--- src/rtl/aes_stream_ctrl.sv ---
// rtl/aes_stream_ctrl.sv - AES-256 core stream controller: key load, paced issue, in-order result FIFO.
module aes_stream_ctrl #(
  parameter int unsigned ISSUE_GAP = 8,
  parameter int unsigned OUT_DEPTH = 4
) (
  input  logic         clock_i,
  input  logic         reset_ni,
  input  logic [255:0] key_in_i,
  input  logic         key_load_i,
  output logic         key_ready_o,
  input  logic         in_valid_i,
  output logic         in_ready_o,
  input  logic [127:0] in_data_i,
  input  logic         in_last_i,
  output logic         out_valid_o,
  input  logic         out_ready_i,
  output logic [127:0] out_data_o,
  output logic         out_last_o,
  output logic         busy_o,
  output logic         err_ovf_o,
  output logic [127:0] core_plain_text_o,
  output logic [255:0] core_cipher_key_o,
  output logic         core_key_valid_o,
  output logic         core_start_o,
  output logic         core_last_o,
  input  logic [127:0] core_cipher_text_i,
  input  logic         core_ready_text_i,
  input  logic         core_pipe_ready_i,
  input  logic         core_done_i
);

  localparam int unsigned AW = (OUT_DEPTH > 1) ? $clog2(OUT_DEPTH) : 1;
  localparam int unsigned CW = AW + 1;

  typedef enum logic [2:0] {S_IDLE, S_KEY_WAIT, S_READY, S_STREAM, S_DRAIN} state_t;

  state_t          state_q, state_d;
  logic [255:0]    key_q, key_d;
  logic            kvalid_q, kvalid_d;
  logic            kv_cnt_q, kv_cnt_d;
  logic            pipe_prev_q;
  logic            start_q, start_d;
  logic [127:0]    plain_q, plain_d;
  logic            last_q, last_d;
  logic [7:0]      gap_q, gap_d;
  logic [CW-1:0]   infl_q, infl_d;
  logic [CW-1:0]   o_cnt_q, o_cnt_d;
  logic [AW-1:0]   tag_wr_q, tag_rd_q, o_wr_q, o_rd_q;
  logic            err_q;
  logic            tag_mem [OUT_DEPTH];
  logic [128:0]    out_mem [OUT_DEPTH];

  logic            xfer, res, push, pop, o_full, ovf;
  logic [CW:0]     occ;
  logic            unused_done;

  assign unused_done = core_done_i;

  // Occupancy counts both blocks still inside the core and results waiting to drain.
  assign occ        = {1'b0, infl_q} + {1'b0, o_cnt_q};
  assign in_ready_o = (state_q == S_READY || state_q == S_STREAM) && (gap_q == 8'd0)
                      && (occ < (CW+1)'(OUT_DEPTH));
  assign xfer       = in_valid_i && in_ready_o;
  assign res        = core_ready_text_i && (infl_q != '0);
  assign out_valid_o = (o_cnt_q != '0);
  assign pop        = out_valid_o && out_ready_i;
  assign o_full     = (o_cnt_q == CW'(OUT_DEPTH));
  assign push       = res && (!o_full || pop);
  assign ovf        = res && o_full && !pop;

  assign out_data_o        = out_valid_o ? out_mem[o_rd_q][127:0] : 128'd0;
  assign out_last_o        = out_valid_o ? out_mem[o_rd_q][128] : 1'b0;
  assign key_ready_o       = (state_q == S_READY) || (state_q == S_STREAM) || (state_q == S_DRAIN);
  assign busy_o            = (state_q == S_KEY_WAIT) || (state_q == S_STREAM) || (state_q == S_DRAIN);
  assign err_ovf_o         = err_q;
  assign core_plain_text_o = plain_q;
  assign core_cipher_key_o = key_q;
  assign core_key_valid_o  = kvalid_q;
  assign core_start_o      = start_q;
  assign core_last_o       = last_q;

  always_comb begin
    state_d  = state_q;
    key_d    = key_q;
    kvalid_d = kvalid_q;
    kv_cnt_d = kv_cnt_q;
    case (state_q)
      S_IDLE: begin
        if (key_load_i) begin
          state_d  = S_KEY_WAIT;
          key_d    = key_in_i;
          kvalid_d = 1'b0;
          kv_cnt_d = 1'b1;
        end
      end
      S_KEY_WAIT: begin
        if (!kvalid_q) begin
          if (kv_cnt_q) kv_cnt_d = 1'b0;
          else          kvalid_d = 1'b1;
        end else if (core_pipe_ready_i && !pipe_prev_q) begin
          state_d = S_READY;
        end
      end
      S_READY: begin
        // A block transfer in the same cycle wins over a key reload.
        if (xfer) begin
          state_d = in_last_i ? S_DRAIN : S_STREAM;
        end else if (key_load_i) begin
          state_d  = S_KEY_WAIT;
          key_d    = key_in_i;
          kvalid_d = 1'b0;
          kv_cnt_d = 1'b1;
        end
      end
      S_STREAM: if (xfer && in_last_i) state_d = S_DRAIN;
      S_DRAIN:  if (infl_q == '0 && o_cnt_q == '0) state_d = S_READY;
      default:  state_d = S_IDLE;
    endcase
  end

  always_comb begin
    start_d = xfer;
    plain_d = xfer ? in_data_i : plain_q;
    last_d  = xfer ? in_last_i : last_q;
    gap_d   = xfer ? 8'(ISSUE_GAP - 1) : ((gap_q != 8'd0) ? gap_q - 8'd1 : 8'd0);
    infl_d  = infl_q + CW'(xfer) - CW'(res);
    o_cnt_d = o_cnt_q + CW'(push) - CW'(pop);
  end

  always_ff @(posedge clock_i or negedge reset_ni) begin
    if (!reset_ni) begin
      state_q     <= S_IDLE;
      key_q       <= '0;
      kvalid_q    <= 1'b0;
      kv_cnt_q    <= 1'b0;
      pipe_prev_q <= 1'b0;
      start_q     <= 1'b0;
      plain_q     <= '0;
      last_q      <= 1'b0;
      gap_q       <= '0;
      infl_q      <= '0;
      o_cnt_q     <= '0;
      tag_wr_q    <= '0;
      tag_rd_q    <= '0;
      o_wr_q      <= '0;
      o_rd_q      <= '0;
      err_q       <= 1'b0;
    end else begin
      state_q     <= state_d;
      key_q       <= key_d;
      kvalid_q    <= kvalid_d;
      kv_cnt_q    <= kv_cnt_d;
      pipe_prev_q <= core_pipe_ready_i;
      start_q     <= start_d;
      plain_q     <= plain_d;
      last_q      <= last_d;
      gap_q       <= gap_d;
      infl_q      <= infl_d;
      o_cnt_q     <= o_cnt_d;
      tag_wr_q    <= tag_wr_q + AW'(xfer);
      tag_rd_q    <= tag_rd_q + AW'(res);
      o_wr_q      <= o_wr_q + AW'(push);
      o_rd_q      <= o_rd_q + AW'(pop);
      err_q       <= err_q | ovf;
    end
  end

  // Storage needs no reset: the counters define which entries are live.
  always_ff @(posedge clock_i) begin
    if (xfer) tag_mem[tag_wr_q] <= in_last_i;
    if (push) out_mem[o_wr_q] <= {tag_mem[tag_rd_q], core_cipher_text_i};
  end

endmodule
--- config.mk ---
export PLATFORM = sky130hd
export DESIGN_NAME = aes_stream_ctrl
export DESIGN_NICKNAME = d
export VERILOG_FILES = /design/src/rtl/aes_stream_ctrl.sv
export SDC_FILE = /design/constraint.sdc
export NUM_CORES = 1
export LEC_CHECK = 0
export ABC_AREA = 1
export ABC_CLOCK_PERIOD_IN_PS = 13000
export CORE_AREA = 5 5 398 400
export DETAILED_ROUTE_END_ITERATION = 10
export DIE_AREA = 0 0 403 405
export PLACE_DENSITY = 0.43
export RECOVER_POWER = 100
export SLEW_MARGIN = 30
export SYNTH_ARGS = -nofsm -noshare
export SYNTH_HDL_FRONTEND = slang
export SYNTH_SLANG_ARGS = --single-unit
export TNS_END_PERCENT = 50
--- constraint.sdc ---
create_clock -name clock_i -period 13 [get_ports clock_i]
set_input_delay 2.6 -clock clock_i [delete_from_list [all_inputs] [get_ports clock_i]]
set_output_delay 2.6 -clock clock_i [all_outputs]
set_load 0.01 [all_outputs]
======== Yosys cells after proc, flatten, opt, wreduce, memory -nomap -nowiden ========
Memories as Yosys holds them, arrays and structs flattened.
Index checks and enable logic that the tools add are counted.
operators by class
  add/sub/neg operators ................... 10
  magnitude comparators ................... 1
  eq/ne operators ......................... 11
  mux-type cells .......................... 28
  bitwise operators ....................... 1
  reductions and logical operators ........ 32
operators by type and width
  cell                 number
  $mux 256             2
  $pmux 256 s2         1
  $mux 128             1
  $mux 3               7
  $mux 8               2
  $pmux 3 s5           1
  $mux 1               12
  $logic_and 1x1->1    11
  $logic_not 3->1      3
  $reduce_bool 3->1    3
  $add 2x1->2          4
  $logic_not 8->1      1
  $reduce_bool 8->1    1
  $sub 8x1->8 const B  1
  $add 3x1->3          2
  $eq 3x2->1 const B   2
  $eq 3x3->1 const B   2
  $ne 2x1->1 const B   3
  $ne 2x2->1 const B   3
  $pmux 1 s3           2
  $sub 3x1->3          2
  $logic_or 1x1->1     5
  $add 3x3->4          1
  $lt 4x3->1 const B   1
  7 further kinds      10
word-level totals
  register bits after elaboration ......... 415
  RAM bits ................................ 520
  input port bits ......................... 521
  output and inout port bits .............. 521
  logic and storage cells ................. 101
  memories kept ........................... 2
memory list
  name     words  bits a word  rd ports  clocked after memory_dff  write ports  line  RTL
  out_mem  4      129          1         0                         1            51    logic [128:0] out_mem [OUT_DEPTH];
  tag_mem  4      1            1         0                         1            50    logic tag_mem [OUT_DEPTH];

======== Longest topological paths before layout ========
Gate-level depths: netlist of run 1.
  depth after elaboration ................. 8
  mapped depth ............................ 12
  gate-level depth less buffers ........... 12

======== Worst setup path after synthesis of run 1 ========
No wires, ideal clock.
  path type ............................... input-to-reg
  start ................................... in core_ready_text_i
  end ..................................... mem out_mem[0][0], enable pin
  library setup time ...................... 0.776 ns
  data arrival time ....................... 11.574 ns
  required time ........................... 12.224 ns
  path slack .............................. 0.650 ns
  stages on the path ...................... 4
  path buffers ............................ 0
  cells stage by stage .................... nand2_1 -> inv_1 -> nand2_1 -> nor3_1
on the way
  word-level cells in the longest chain between the ends .. 4
RTL lines
  item                          line  RTL
  from (decl)                   27    input logic core_ready_text_i,
  $logic_and 1x1->1             64    assign res = core_ready_text_i && (infl_q != '0);
  $logic_and 1x1->1             68    assign push = res && (!o_full || pop);
  $mux 1                        171   if (push) out_mem[o_wr_q] <= {tag_mem[tag_rd_q], core_cipher_text_i};
  $mux 1 (not written as such)  171
  to (decl)                     51
Every way passes these cells.

======== Final worst setup path of run 1 ========
  start ................................... in core_ready_text_i
  end ..................................... mem out_mem[1][68], enable pin
Same word-level chain as after synthesis.

==> summary.md, run 1 <==
| Metric | Value |
|---|---|
| Worst endpoint required time | 13.34 ns |
| # fillers | 15,717 |
| Peak VDD IR | 0.148 mV |
| Reg clk slew, reported paths | 0.06 ns |
| Pins Over Slew Limit | 1,095 |
| Crit path capture type | flop |
| Clk buf depth | 3 |
| Setup-failing EPs final | 0 |
| Synthesized area per cell | 10.9 um^2 |
| Register area share after synthesis | 71.9% |
| Vias in the first global route | 27,016 |
| DP HPWL | 112,000 um |
| Core ar. | 155,000 um^2 |
| Chip width | 403 um |
| Worst Path Max Fanout | 51 |
| R2r worst-path depth | 10 |
| RD Place Congestion | 0.854 |
| Minimum clock period | 9.25 ns |
| RSZ-0062 raised after global routing | false |
| Slew @ Worst Pin | 5.54 ns |
| Post-route insts no fill | 6,552 |
| Die H | 405 um |
| Num CTS Buffers | 110 |
| Arrival time worst endpoint | 9.58 ns |
| Clock latency on the worst-skew pair | 0.74 ns |
| Cell Rows | 145 |
| Worst slew margin | -269% |
| Initial antenna violation count | 153 |
| # IOs | 1,042 |
| R2r endpoint | core_plain_text_o[104] |
| Layout cells sized above 1 | 4.54% |
| Kind of critical path | in -> reg |
| Nets@finish | 4,869 |
| Syn Std Cell Area | 36,200 um^2 |
| CP startpoint | core_ready_text_i |
| Root Driver | clkbuf_16 |
| Multi-input gate area | 8290 um^2 |
| R2R Setup Slk | 5.36 ns |
| Setup TNS | 0 ns |
| Syn Inst Count | 3,334 |
| Grt ovf | 0 |
| Storage element area | 26,000 um^2 |
| F_max | 108 MHz |
| MaxCap Viol Count | 19 |
| Wire per inst | 23.6 um |
| Lkg Pwr | 21.6 nW |
| CP Launch Type | primary input |
| Die area | 163,000 um^2 |
| Final hold violations | 0 |
| Antenna Nets Post-Route | 0 |
| DRC | 0 |
| Dpl cells | 6,280 |
| WL final | 155,000 um |
| Final period utilization | 71.1% |
| Outcome | complete, but fails checks |
| Setup Buffers After CTS | 0 |
| Crit path to | out_mem[1][68] |
| Detailed Routing Iterations Pass 1 | 5 |
| Port bufs | 1,040 |
| CTS hold repair buffers | 0 |
| Vias per cell | 4.21 |
| Synth cell types | 29 |
| Clock Skew | 0.0600 ns |
| Sink Count | 935 |
| Post-CTS Resized | 0 |
| Mapped Nets | 3,868 |
| Gr usage total | 18.2% |
| H-tree depth | 3 |
| Largest net degree at the start of global routing | 219 |
| CTS tree | built |
| Violated checks | max-capacitance violations, max-slew violations |
| PwrDens | 240 nW/um^2 |
| Via count | 27,555 |
| Initial DRC Count | 1,758 |
| Starting Density | 23.4% |
| YS warnings | 0 |
| Number of flops mapped to enable cells by yosys | 520 |
| P&R area growth vs syn | 45.3% |
| Fraction of registers with async set or reset after synthesis | 44.4% |
| Synthesis-stage register bit count | 935 |
| Hold slack | 0.470 ns |
| Start of the worst register-to-register path | gap_q[0] |
| Hold WC Path Type | reg -> reg |
| Ys flop type | edfxtp_1 |
| First-pass GRT wire length | 212,000 um |
==> critical path, stage by stage <==
cell and delay [ns]:
dlygate4sd3_1 0.52, nand2_1 0.07, inv_1 0.11, nand2_1 0.19, nor3_2 0.14, clkbuf_1 2.64
clkbuf_1 2.34, buf_4 0.79
==> state kept, by name, indices dropped and copies added (netlist names), 3 cells and up <==
signal,cells
o_cnt_q,3
core_plain_text_o,128
infl_q,3
out_mem,516
gap_q,8
tag_mem,4
state_q,3
core_cipher_key_o,256
==> synth_stat cells (11+ instances only) <==
library cell / n / area share (%)
ha_1: 11 / 0.38
nor2_1: 532 / 5.5
o21ai_1: 67 / 0.93
nand3_1: 13 / 0.18
o21ai_0: 460 / 6.4
inv_1: 292 / 3.0
clkbuf_1: 104 / 1.1
buf_2: 55 / 0.76
edfxtp_1: 520 / 43
buf_1: 14 / 0.15
dfrtp_1: 415 / 29
nand2_1: 673 / 7.0
a21oi_1: 133 / 1.8
clkbuf_2: 12 / 0.17
==> cells by family after synthesis <==
logic type      after synthesis  share of synthesized area (%)
buf+inv                     478                           5.19
simple gates               1232                           12.9
compound gates              665                           9.26
xor+xnor                     11                          0.266
flops                       935                           71.9
fa+ha+maj                    13                          0.491
==> worst min path at each step <==
stage,start,to,cells after the start
2_1_floorplan,gap_q[0],gap_q[0],1
3_3_place_gp,gap_q[0],gap_q[0],1
3_5_place_dp,core_plain_text_o[126],core_plain_text_o[126],2
4_1_cts,gap_q[0],gap_q[0],1
5_1_grt,core_plain_text_o[108],core_plain_text_o[108],2
6_report,core_plain_text_o[126],core_plain_text_o[126],2
==> through the flow <==
step	worst slack, ns	utilization, %	cell area, um^2	power, W
after floorplan	0.650	-	36200	0.00677
after global placement	6.61	31.5	48800	0.00991
after detailed placement	6.66	31.5	48800	0.00991
after CTS	5.89	33.9	52500	0.0132
after global routing	3.16	33.9	52500	0.0135
final	3.75	33.9	52600	0.0126
==> cell type report <==
type                       instances  area share [%]
clock buffer                     144            5.69
antenna                           64           0.305
tap                             2058            4.90
timing repair buffer            1074            20.3
clock inverter                    63            1.50
inverter                         293            2.11
sequential                       935            49.5
multi-input combinational       1921            15.8
==> report_power, final <==
group	total, W	leakage [nW]	switching (W)	internal, W
Combinational	0.00490	9.72	0.00294	0.00197
Sequential	0.00450	10.0	0.000390	0.00411
Clock	0.00321	1.86	0.00132	0.00189
Total	0.0126	21.6	0.00465	0.00796
==> layer usage <==
metal  GRT usage [%]  wire length (um)
met5               0               248
met4            9.99              6990
met3            9.24             18200
met2            31.1             77800
met1            18.1             51700
==> cells in the final DEF, fill, tap and decap left out, types with 11 or more instances in the layout <==
| master | n |
|---|---|
| buf_4 | 12 |
| nand3_1 | 13 |
| clkbuf_8 | 11 |
| bufinv_16 | 13 |
| edfxtp_1 | 520 |
| inv_1 | 289 |
| nand2_1 | 673 |
| clkdlybuf4s50_1 | 396 |
| ha_1 | 11 |
| dfrtp_1 | 413 |
| diode_2 | 64 |
| dlygate4sd3_1 | 643 |
| a21oi_1 | 134 |
| o21ai_0 | 523 |
| clkbuf_1 | 41 |
| clkinv_2 | 30 |
| clkbuf_16 | 110 |
| nor2_1 | 533 |
(Power assumes the default switching activity.)
==> run 2: changes to the inputs <==
- ABC_CLOCK_PERIOD_IN_PS: 13000 -> 7700
- CORE_AREA: 5 5 398 400 -> 5 5 408 410
- DIE_AREA: 0 0 403 405 -> 0 0 413 415
- clock period: 13 -> 7.7 ns (I/O delays scaled with it)
==> run 2 against run 1 <==
  * The run still ends with max-capacitance violations, max-slew violations left
  * Worst hold slack got worse by 0.0018 ns
  * Register-to-register slack got worse by 3.6 ns
  * Setup slack got worse by 2.3 ns
  * Combinational power increased by 70%
  * Power increased by 71%
  * Via count unchanged
  * Flip-flop and latch count unchanged
==> summary.md, run 2 (synthesis results as in run 1) <==
| Metric | Value |
|---|---|
| F_max | 159 MHz |
| Reg clk slew, reported paths | 0.06 ns |
| First-pass GRT wire length | 217,000 um |
| Initial DRC Count | 1,857 |
| Antenna Nets Post-Route | 0 |
| WL final | 159,000 um |
| Most frequent CP cell | nand2_1 |
| Setup-failing EPs final | 0 |
| Crit path capture type | flop |
| Root Driver | clkbuf_16 |
| Final hold violations | 0 |
| Sink Count | 935 |
| Worst endpoint required time | 7.93 ns |
| Wire per inst | 23.9 um |
| RSZ-0062 raised after global routing | false |
| Outcome | complete, but fails checks |
| Clock latency on the worst-skew pair | 0.74 ns |
| Post-route insts no fill | 6,639 |
| Largest register FFs | 516 |
| Via count | 27,555 |
| Chip width | 413 um |
| Grt ovf | 0 |
| Worst slew margin | -217% |
| Layout cells sized above 1 | 4.60% |
| Minimum clock period | 6.29 ns |
| MaxCap Viol Count | 10 |
| Nets@finish | 4,869 |
| Most frequent cells in the layout | nand2_1, dlygate4sd3_1, nor2_1 |
| CP Launch Type | primary input |
| Worst Path Max Fanout | 106 |
| Cell Rows | 148 |
| Die area | 171,000 um^2 |
| RD Place Congestion | 0.866 |
| Port bufs | 1,040 |
| Vias per cell | 4.15 |
| Top reg by flops | out_mem |
| CP max stage cell | clkbuf_2 |
| Crit path cell chain | dlygate4sd3_1, nand2_1, inv_1, nand2_1, nor3_1, clkbuf_1, clkbuf_2 |
| CTS hold repair buffers | 0 |
| Peak per-stage delay on the critical path | 2.50 ns |
| Gr usage total | 17.8% |
| Kind of critical path | in -> reg |
| Dpl cells | 6,397 |
| Lkg Pwr | 21.7 nW |
| H-tree depth | 3 |
| Final period utilization | 81.7% |
| Die H | 415 um |
| Arrival time worst endpoint | 6.52 ns |
| Finished Cell Area | 52,800 um^2 |
| Clk buf depth | 3 |
| Largest net degree at the start of global routing | 205 |
| P&R area growth vs syn | 46.0% |
| PwrDens | 407 nW/um^2 |
| Placed instance area | 49,000 um^2 |
| Starting Density | 22.3% |
| Setup Buffers After CTS | 0 |
| Num CTS Buffers | 109 |
| Vias in the first global route | 27,351 |
| Hold slack | 0.468 ns |
| Detailed Routing Iterations Pass 1 | 5 |
| Post-CTS Resized | 0 |
| CTS tree | built |
| DP HPWL | 115,000 um |
| Clock Skew | 0.0599 ns |
| Pins Over Slew Limit | 600 |
| Initial antenna violation count | 105 |
| DRC | 0 |
| Commonest non-fill, non-tap cell in the layout | nand2_1 |
| Core ar. | 162,000 um^2 |
| Slew @ Worst Pin | 4.75 ns |
| # IOs | 1,042 |
| Critical path buffers and inverters | 4 |
| Top delay family on crit path | buffers and inverters |
| Peak VDD IR | 0.224 mV |
| Violated checks | max-capacitance violations, max-slew violations |
| Hold WC Path Type | reg -> reg |
run 2: final cells by class:
cell class	count	area, um^2
repair buffers	1075	10700
inverters	293	1110
multi-input cells	1921	8310
clock inverters	54	813
clock buffers	152	3040
diodes	34	85.1
fillers	16566	109000
flip-flops and latches	935	26000
well taps	2175	2720
run 2: report_power, final:
part / leakage (nW) / total [W] / internal (W) / switching [W]
Combinational: 9.77 / 0.00831 / 0.00331 / 0.00500
Clock: 1.88 / 0.00551 / 0.00331 / 0.00220
Sequential: 10.0 / 0.00769 / 0.00694 / 0.000756
run 2: through the flow:
stage / TNS (ns) / power, W / setup WS (ns) / utilization [%]
final: 0 / 0.0215 / 1.41 / 32.6
after CTS: 0 / 0.0226 / 2.11 / 32.6
after global routing: 0 / 0.0229 / 1.01 / 32.6
after detailed placement: 0 / 0.0169 / 2.75 / 30.2
after global placement: 0 / 0.0169 / 2.80 / 30.2
after floorplan: -1852.21 / 0.0114 / -3.59 / -
run 2: routing by layer:
| metal | GRT usage (%) | routed length [um] |
|---|---|---|
| met1 | 18.0 | 54500 |
| met2 | 31.7 | 80700 |
| met3 | 7.87 | 16100 |
| met4 | 7.37 | 7330 |
| met5 | 0 | 287 |
run 2: worst register-to-register path: stages (launching register included):
cell and delay, ns:
dfrtp_1 0.37, inv_1 0.09, ha_1 0.24, nand2_1 0.07, nor2_1 0.57, nand4_4 0.11
buf_4 0.40, clkinvlp_2 0.98, clkbuf_1 2.25, nand2_1 0.54, nand2_1 0.19
run 2: final timing paths:
path / startpoint / end / slack, ns / cells after the start
max reg2reg: gap_q[0] / core_plain_text_o[106] / 1.81 / 10
min: core_plain_text_o[33] / core_plain_text_o[33] / 0.47 / 2
min reg2reg: core_plain_text_o[33] / core_plain_text_o[33] / 0.47 / 2
min in group asynchronous: reset_ni / core_plain_text_o[46] / 2.47 / 1
max: core_ready_text_i / out_mem[2][81] / 1.41 / 7
max in group asynchronous: reset_ni / core_cipher_key_o[37] / 2.10 / 2
